--- src/rtl/pong_pkg.sv ---
// rtl/pong_pkg.sv - shared VGA 640x480@60 timing constants and helpers
package pong_pkg;

    localparam int H_ACTIVE_DEF = 640;
    localparam int H_FP_DEF     = 16;
    localparam int H_SYNC_DEF   = 96;
    localparam int H_BP_DEF     = 48;
    localparam int V_ACTIVE_DEF = 480;
    localparam int V_FP_DEF     = 10;
    localparam int V_SYNC_DEF   = 2;
    localparam int V_BP_DEF     = 33;

    localparam int H_TOTAL_DEF      = H_ACTIVE_DEF + H_FP_DEF + H_SYNC_DEF + H_BP_DEF;
    localparam int V_TOTAL_DEF      = V_ACTIVE_DEF + V_FP_DEF + V_SYNC_DEF + V_BP_DEF;
    localparam int H_SYNC_START_DEF = H_ACTIVE_DEF + H_FP_DEF;
    localparam int H_SYNC_END_DEF   = H_SYNC_START_DEF + H_SYNC_DEF;
    localparam int V_SYNC_START_DEF = V_ACTIVE_DEF + V_FP_DEF;
    localparam int V_SYNC_END_DEF   = V_SYNC_START_DEF + V_SYNC_DEF;

    typedef struct packed {
        logic hsync;
        logic vsync;
        logic active;
    } raw_timing_t;

    function automatic logic in_window(input int pos, input int start, input int len);
        return (pos >= start) && (pos < start + len);
    endfunction

endpackage

--- src/rtl/delay_line.sv ---
// rtl/delay_line.sv - fixed-depth shift register with synchronous clear
module delay_line #(
    parameter int WIDTH = 1,
    parameter int DEPTH = 1
) (
    input  logic             clk,
    input  logic             rst,
    input  logic [WIDTH-1:0] din,
    output logic [WIDTH-1:0] tap,
    output logic [WIDTH-1:0] dout
);

    logic [WIDTH-1:0] stage [DEPTH];

    always_ff @(posedge clk) begin
        if (rst) begin
            for (int i = 0; i < DEPTH; i++) stage[i] <= '0;
        end else begin
            stage[0] <= din;
            for (int i = 1; i < DEPTH; i++) stage[i] <= stage[i-1];
        end
    end

    assign dout = stage[DEPTH-1];

    // tap is the value one stage short of dout, used to qualify a register that sits beside the last stage
    if (DEPTH == 1) begin : g_tap_in
        assign tap = din;
    end else begin : g_tap_stage
        assign tap = stage[DEPTH-2];
    end

endmodule

--- src/rtl/vga_timing_out.sv ---
// rtl/vga_timing_out.sv - VGA raster counters, sync generation and aligned colour output
module vga_timing_out
    import pong_pkg::*;
#(
    parameter int   H_ACTIVE = H_ACTIVE_DEF,
    parameter int   H_FP     = H_FP_DEF,
    parameter int   H_SYNC   = H_SYNC_DEF,
    parameter int   H_BP     = H_BP_DEF,
    parameter int   V_ACTIVE = V_ACTIVE_DEF,
    parameter int   V_FP     = V_FP_DEF,
    parameter int   V_SYNC   = V_SYNC_DEF,
    parameter int   V_BP     = V_BP_DEF,
    parameter logic SYNC_POL = 1'b0,
    parameter int   PIX_LAT  = 1
) (
    input  logic       clk,
    input  logic       rst,
    input  logic       enable,
    input  logic [7:0] pix_red,
    input  logic [7:0] pix_green,
    input  logic [7:0] pix_blue,
    output logic [9:0] hcount,
    output logic [9:0] vcount,
    output logic       active,
    output logic       frame_start,
    output logic [7:0] RED,
    output logic [7:0] GREEN,
    output logic [7:0] BLUE,
    output logic       HSync,
    output logic       VSync
);

    localparam int H_TOTAL = H_ACTIVE + H_FP + H_SYNC + H_BP;
    localparam int V_TOTAL = V_ACTIVE + V_FP + V_SYNC + V_BP;
    localparam logic [9:0] H_LAST = 10'(H_TOTAL - 1);
    localparam logic [9:0] V_LAST = 10'(V_TOTAL - 1);

    if (H_TOTAL > 1023 || V_TOTAL > 1023) begin : g_bad_totals
        $error("vga_timing_out: line or frame total exceeds 10-bit counter range");
    end
    if (PIX_LAT < 0 || PIX_LAT > 3) begin : g_bad_lat
        $error("vga_timing_out: PIX_LAT must be 0..3");
    end

    always_ff @(posedge clk) begin
        if (rst) begin
            hcount <= '0;
            vcount <= '0;
        end else if (enable) begin
            if (hcount == H_LAST) begin
                hcount <= '0;
                vcount <= (vcount == V_LAST) ? '0 : vcount + 10'd1;
            end else begin
                hcount <= hcount + 10'd1;
            end
        end
    end

    assign active      = (hcount < 10'(H_ACTIVE)) && (vcount < 10'(V_ACTIVE));
    assign frame_start = enable && !rst && (hcount == '0) && (vcount == '0);

    raw_timing_t raw, raw_tap, raw_pin;
    logic        tap_unused;

    // A paused raster feeds blanking into the pipeline so the pins go quiet
    always_comb begin
        raw        = '0;
        raw.hsync  = enable && in_window(int'(hcount), H_ACTIVE + H_FP, H_SYNC);
        raw.vsync  = enable && in_window(int'(vcount), V_ACTIVE + V_FP, V_SYNC);
        raw.active = enable && active;
    end

    delay_line #(
        .WIDTH($bits(raw_timing_t)),
        .DEPTH(PIX_LAT + 1)
    ) u_sync_dly (
        .clk  (clk),
        .rst  (rst),
        .din  (raw),
        .tap  (raw_tap),
        .dout (raw_pin)
    );

    assign tap_unused = raw_tap.hsync ^ raw_tap.vsync;

    always_ff @(posedge clk) begin
        if (rst) begin
            RED   <= '0;
            GREEN <= '0;
            BLUE  <= '0;
        end else if (raw_tap.active) begin
            RED   <= pix_red;
            GREEN <= pix_green;
            BLUE  <= pix_blue;
        end else begin
            RED   <= '0;
            GREEN <= '0;
            BLUE  <= '0;
        end
    end

    assign HSync = raw_pin.hsync ? SYNC_POL : ~SYNC_POL;
    assign VSync = raw_pin.vsync ? SYNC_POL : ~SYNC_POL;

endmodule

--- config.mk ---
export PLATFORM = sky130hd
export DESIGN_NAME = vga_timing_out
export DESIGN_NICKNAME = d
export VERILOG_FILES = /design/src/rtl/pong_pkg.sv /design/src/rtl/delay_line.sv /design/src/rtl/vga_timing_out.sv
export SDC_FILE = /design/constraint.sdc
export NUM_CORES = 1
export LEC_CHECK = 0
export ABC_AREA = 1
export CORE_MARGIN = 4
export CORE_UTILIZATION = 42
export CTS_BUF_LIST = sky130_fd_sc_hd__clkbuf_8
export CTS_CLUSTER_DIAMETER = 80
export DETAILED_ROUTE_END_ITERATION = 6
export GPL_TIMING_DRIVEN = 0
export PLACE_DENSITY = 0.79
export RECOVER_POWER = 100
export SLEW_MARGIN = 20
export SYNTH_ARGS = -nofsm -noshare
export SYNTH_HDL_FRONTEND = slang
export SYNTH_HIERARCHICAL = 1
export SYNTH_SLANG_ARGS = --single-unit
--- constraint.sdc ---
create_clock -name clk -period 1.4 [get_ports clk]
set_clock_uncertainty 0.2 [all_clocks]
set_input_delay 0.28 -clock clk [delete_from_list [all_inputs] [get_ports clk]]
set_output_delay 0.28 -clock clk [all_outputs]
set_load 0.1 [all_outputs]
==> flow_summary.ini, run 1 <==
[sta]
setup_slack_ps = -648.6
tns_ps = -4177
setup_violations = 22
finalHoldViolCount = 0
slew_violations = 0
whs_ps = 114.1
rsz0062_at_grt = yes
worst_slew_pin_slew_ps = 297.8
fin_crit_sh = 1.463
maxSlewHeadroom = 0.8008
max_freq_mhz = 488.1
min_period_ps = 2049

[placed_design]
portBuffers = 73
dp.cells = 430
preCtsSetupSlack_ps = -1803
place.detailed.hpwl_mm = 3.916
gp_routability_congestion = 0.8195

[critical_path]
crit_arrival_ps = 1570
worst-setup-path-type = register to output pin
rr_startpoint = hcount[0]
crit_path_end_kind = output pin
critPathLaunchType = register
cp_max_fo = 4
startpoint = vcount[5]
cp.required_ps = 920

[floorplan]
rows = 25
die_y_um = 78.15
fp.dieW_um = 78.15
core_area_um2 = 4755
pin_count = 75
die-area_um2 = 6107
initial_core_util = 0.4347

[power_and_ir_drop]
ir_drop_v = 0.0005896
power_mw = 2.659
total_leakage_power_nw = 1.586
p_per_area_nw_per_um2 = 752.0

[clock_tree]
clockBufferDepth = 2
cts-root-buf = clkbuf_8
clk_pin_slew_ps = 90
htreeDepth = 2
cts_sinks = 49
insertion_delay_ps = 300
cts_tree = yes
numCtsBuffers = 5

[synthesis]
syn_inst = 290
ys.warnings.count = 6
avgSynthCellArea_um2 = 7.128
synth_area_um2 = 2067
synth_nets = 321

[finish]
regArea_um2 = 1056
multi_input_area_um2 = 974.7
final_cells = 451
area_growth_pct = 71.07
num-fill-cells = 344
nNetsFinal = 414
insertedDiodeCount = 0
drive_above_1_share = 0.3490

[global_route]
grt_pass1_vias = 1917
grt_usage = 0.1770
antenna_found_initial = 0
grt_max_degree = 17
grt-ovfl-total = 0
grt_pass1_wl_mm = 8.638

[drt]
wire_per_inst_um = 11.65
drtPass1Iterations = 5
drt-initial-drc-count = 115
via_count = 2032
wirelength_mm = 5.254
antenna_left = 0
vias_per_cell = 4.506
drc = 0

[job]
maxCapViolCount = 0

[hold_path]
hp-class = input pin to register
hold_path_startpoint = enable

[outcome]
violations = setup timing
status = finished with violations
## path summary, 6_finish.rpt
kind | to | slack [ps] | cells after the start
worst max-delay path | frame_start | -650 | 6
worst min-delay path | hcount[0] | 110 | 3
worst max register to register | vcount[0] | -290 | 9
worst min register to register | u_sync_dly/stage[0][4] | 220 | 2
## power breakdown
group / internal, mW / switching, mW / total [mW]
clock: 0.356 / 0.473 / 0.829
combinational: 0.157 / 0.274 / 0.431
sequential: 1.38 / 0.0176 / 1.40
total: 1.89 / 0.764 / 2.66
## layout make-up
cell class,count,share of cell area
Buffer,4,0.008493
Clock buffer,5,0.01946
Clock inverter,3,0.005662
Inverter,62,0.06936
Multi-Input combinational cell,176,0.2757
Sequential cell,49,0.2987
Tap cell,67,0.02371
Timing Repair Buffer,85,0.2990
## what timing repair did
action | 4_1_cts | 5_1_grt
pin swaps | 9 | 2
setup endpoints to repair | 87 | 68
hold buffers | 0 | 0
buffers inserted | 8 | 4
resized for setup | 346 | 54
cloned | 1 | 0
## layer usage
metal	share of wire	vias to the layer above	track usage
li1	-	1050	-
met1	0.39	892	0.1946
met2	0.48	79	0.3005
met3	0.11	11	0.08028
met4	0.018	0	0.06294
met5	0	-	0
## cell usage in the layout, fill, tap and decap left out, types with 2 or more instances in the layout
| master | count |
|---|---|
| a21oi_1 | 3 |
| a21oi_2 | 2 |
| buf_12 | 13 |
| buf_4 | 8 |
| buf_6 | 30 |
| buf_8 | 11 |
| clkbuf_4 | 2 |
| clkbuf_8 | 5 |
| clkdlybuf4s50_1 | 24 |
| clkinv_2 | 2 |
| dfxtp_1 | 29 |
| dfxtp_4 | 20 |
| ha_1 | 2 |
| ha_4 | 2 |
| inv_1 | 49 |
| inv_2 | 8 |
| inv_4 | 4 |
| nand2_1 | 48 |
| nand2_2 | 6 |
| nand2_4 | 2 |
| nand3_1 | 9 |
| nand3_2 | 3 |
| nand3_4 | 3 |
| nand3b_1 | 2 |
| nand4_1 | 5 |
| nor2_1 | 67 |
| nor2_2 | 3 |
| nor2_4 | 3 |
| nor3_1 | 3 |
| o21ai_2 | 2 |
| o21bai_1 | 3 |
| xor2_1 | 4 |
## flip-flops by register name, indices dropped and copies added (netlist names)
register / cells
hcount: 10
vcount: 10
RED: 8
BLUE: 8
GREEN: 8
u_sync_dly/stage: 5
## worst max-delay path: stages (launching register included)
cell and delay [ps]:
dfxtp_4 380, inv_1 90, nand2_1 70, nor2_2 120, inv_1 90, nor4_4 270
buf_6 260
## stage by stage
| stage | instance area, um^2 | utilization |
|---|---|---|
| floorplan | 2228 | - |
| global placement | 3043 | 0.6400 |
| detailed placement | 3043 | 0.6400 |
| CTS | 3324 | 0.6992 |
| global route | 3536 | 0.7437 |
| finish | 3536 | 0.7437 |
No activity file was read; power rests on OpenSTA's default activity.
==> inputs of run 2 (changes only) <==
--- a/config.mk
+++ b/config.mk
@@ -6,6 +6,7 @@
 export NUM_CORES = 1
 export LEC_CHECK = 0
 export ABC_AREA = 1
+export CAP_MARGIN = 20
 export CORE_MARGIN = 4
 export CORE_UTILIZATION = 42
 export CTS_BUF_LIST = sky130_fd_sc_hd__clkbuf_8
@@ -14,7 +15,6 @@
 export GPL_TIMING_DRIVEN = 0
 export PLACE_DENSITY = 0.79
 export RECOVER_POWER = 100
-export SLEW_MARGIN = 20
 export SYNTH_ARGS = -nofsm -noshare
 export SYNTH_HDL_FRONTEND = slang
 export SYNTH_HIERARCHICAL = 1
==> results of run 2 <==
Same layout as run 1: the final DEF is identical, and so are final timing and power.
==> inputs of run 3 (changes only) <==
--- a/config.mk
+++ b/config.mk
@@ -8,12 +8,12 @@
 export ABC_AREA = 1
 export CAP_MARGIN = 20
 export CORE_MARGIN = 4
-export CORE_UTILIZATION = 42
+export CORE_UTILIZATION = 46
 export CTS_BUF_LIST = sky130_fd_sc_hd__clkbuf_8
 export CTS_CLUSTER_DIAMETER = 80
 export DETAILED_ROUTE_END_ITERATION = 6
 export GPL_TIMING_DRIVEN = 0
-export PLACE_DENSITY = 0.79
+export PLACE_DENSITY = 0.82
 export RECOVER_POWER = 100
 export SYNTH_ARGS = -nofsm -noshare
 export SYNTH_HDL_FRONTEND = slang
==> constraint.sdc (replaced) <==
create_clock -name clk -period 2.3 [get_ports clk]
set_clock_uncertainty 0.2 [all_clocks]
set_input_delay 0.46 -clock clk [delete_from_list [all_inputs] [get_ports clk]]
set_output_delay 0.46 -clock clk [all_outputs]
set_load 0.1 [all_outputs]
==> run 3 against run 2 <==
Net effect:
- the flow now finishes without violations
- combinational power fell by 49%
- worst hold slack improved by 99 ps
- via count fell by 3.9%
- clock power fell by 27%
- cell count fell by 6.2%
- sequential cell count did not move
- non-clock buffer count fell by 12
- worst setup slack improved by 660 ps
- register-to-register slack improved by 490 ps
- sequential share of layout area rose by 7.0 points
- power fell by 36%
- critical path type unchanged
- largest cell class is now registers
==> flow_summary.ini, run 3 (synthesis gave the netlist of run 1 again) <==
[sta]
min_period_ps = 2291
maxSlewHeadroom = 0.1973
worst_slew_pin_slew_ps = 1209
whs_ps = 213.1
finalHoldViolCount = 0
max_freq_mhz = 436.6
rsz0062_at_grt = yes
setup_slack_ps = 9.400
setup_violations = 0
slew_violations = 0
fin_crit_sh = 0.9959

[critical_path]
crit_chain = dlygate4sd2_1
cp.required_ps = 1640
crit_path_end_kind = output pin
cp_max_fo = 6
timing.rr.end = vcount[0]
crit_path_max_incr_delay_ps = 890
crit_cells = 1
endpoint = hcount[2]
reg2reg_depth = 8
critPathLaunchType = register
crit_arrival_ps = 1630
worstPathBufferInverterCount = 1
startpoint = hcount[2]
slowest_stage = dlygate4sd2_1
rr_startpoint = hcount[0]
path_delay_family = buffers and inverters
ff2ff_setup_slack_ps = 200
worst-setup-path-type = register to output pin

[placed_design]
preCtsSetupSlack_ps = -1294
gp_routability_congestion = 0.8626
place.detailed.hpwl_mm = 3.858
place_area_um2 = 2932
portBuffers = 73

[floorplan]
fp.dieW_um = 75.04
core_area_um2 = 4354
rows = 24
pin_count = 75
initial_core_util = 0.4747
die-area_um2 = 5630
die_y_um = 75.04

[finish]
area_growth_pct = 32.81
drive_above_1_share = 0.1105
fin_util = 0.6305
insertedDiodeCount = 0
final_common_cell = nor2_1
nNetsFinal = 401
largest_registers = hcount (10), vcount (10)
final_cell_mix = 71 x nor2_1, 55 x nand2_1, 54 x inv_1, 42 x clkbuf_1, 32 x dfxtp_1
fin_area_um2 = 2745

[clock_tree]
htreeDepth = 2
insertion_delay_ps = 300
clk_pin_slew_ps = 90
cts_tree = yes
cts_sinks = 49
ctsHoldBuffers = 0
numCtsBuffers = 5
cts-root-buf = clkbuf_8
postCtsSetupBuffers = 0
clockBufferDepth = 2

[global_route]
grt_pass1_vias = 1793
grt_usage = 0.1893
antenna_found_initial = 0
grt_pass1_wl_mm = 8.162
grt_max_degree = 16
grt-ovfl-total = 0

[power_and_ir_drop]
internal_power_mw = 1.242
ir_drop_v = 0.0003414
seqPwrFrac = 0.512
p_per_area_nw_per_um2 = 615.7
power_mw = 1.690
switching_share = 0.2650
comb_power_share = 0.130
total_leakage_power_nw = 1.252
clkPwrFrac = 0.358
switchingPower_uw = 447.8

[drt]
drt-initial-drc-count = 67
drc = 0
wirelength_mm = 5.068
via_count = 1952
antenna_left = 0
vias_per_cell = 4.615
drtPass1Iterations = 4
wire_per_inst_um = 11.98

[hold_path]
hp-class = register to register

[outcome]
status = finished, final reports clean

[job]
maxCapViolCount = 0
-- run 3: cell type report --
type	count	area [um^2]
fillers	436	1609
repair buffers	73	471.7
inverters	62	241.5
well taps	52	65.06
clock inverters	3	42.54
plain buffers	4	26.28
clock buffers	5	68.82
multi-input cells	175	817.0
flip-flops and latches	49	1012
-- run 3: what timing repair did --
action	in CTS	in global routing
gates resized for setup	62	6
setup endpoints to repair	48	3
cloned	0	0
pin swaps	1	0
-- run 3: power by group through the flow --
| stage | Combinational, mW | Clock, mW | Sequential, mW |
|---|---|---|---|
| after global routing | 0.233 | 0.657 | 0.868 |
| after global placement | 0.238 | 0 | 0.885 |
| final | 0.220 | 0.605 | 0.865 |
| after detailed placement | 0.240 | 0 | 0.886 |
| after CTS | 0.232 | 0.620 | 0.865 |
| after floorplan | 0.0557 | 0 | 0.986 |
-- run 3: per-layer routing --
| metal | share of wire | track usage | routed length (um) | up-vias |
|---|---|---|---|---|
| li1 | - | - | - | 1021 |
| met1 | 0.42 | 0.2391 | 2140 | 874 |
| met2 | 0.51 | 0.3162 | 2568 | 52 |
| met3 | 0.056 | 0.03471 | 283 | 5 |
| met4 | 0.015 | 0.07905 | 75 | 0 |
| met5 | 0 | 0 | 0 | - |
-- run 3: stage by stage --
step	setup TNS, ps	cells
2_1_floorplan	-371.7	290
3_3_place_gp	-1616	415
3_5_place_dp	-1642	415
4_1_cts	0	423
5_1_grt	-257.6	423
6_report	0	423
-- run 3: how the worst min path moves through the flow --
| stage | startpoint | endpoint | slack (ps) | cells past startpoint |
|---|---|---|---|---|
| 3_5_place_dp | u_sync_dly/stage[0][2] | u_sync_dly/stage[0][5] | 200 | 2 |
| 3_3_place_gp | u_sync_dly/stage[0][2] | u_sync_dly/stage[0][5] | 190 | 2 |
| 2_1_floorplan | u_sync_dly/stage[0][1] | u_sync_dly/stage[0][4] | 190 | 2 |
| 4_1_cts | u_sync_dly/stage[0][2] | u_sync_dly/stage[0][5] | 210 | 2 |
| 6_report | u_sync_dly/stage[0][2] | u_sync_dly/stage[0][5] | 210 | 2 |
| 5_1_grt | u_sync_dly/stage[0][1] | u_sync_dly/stage[0][4] | 260 | 2 |
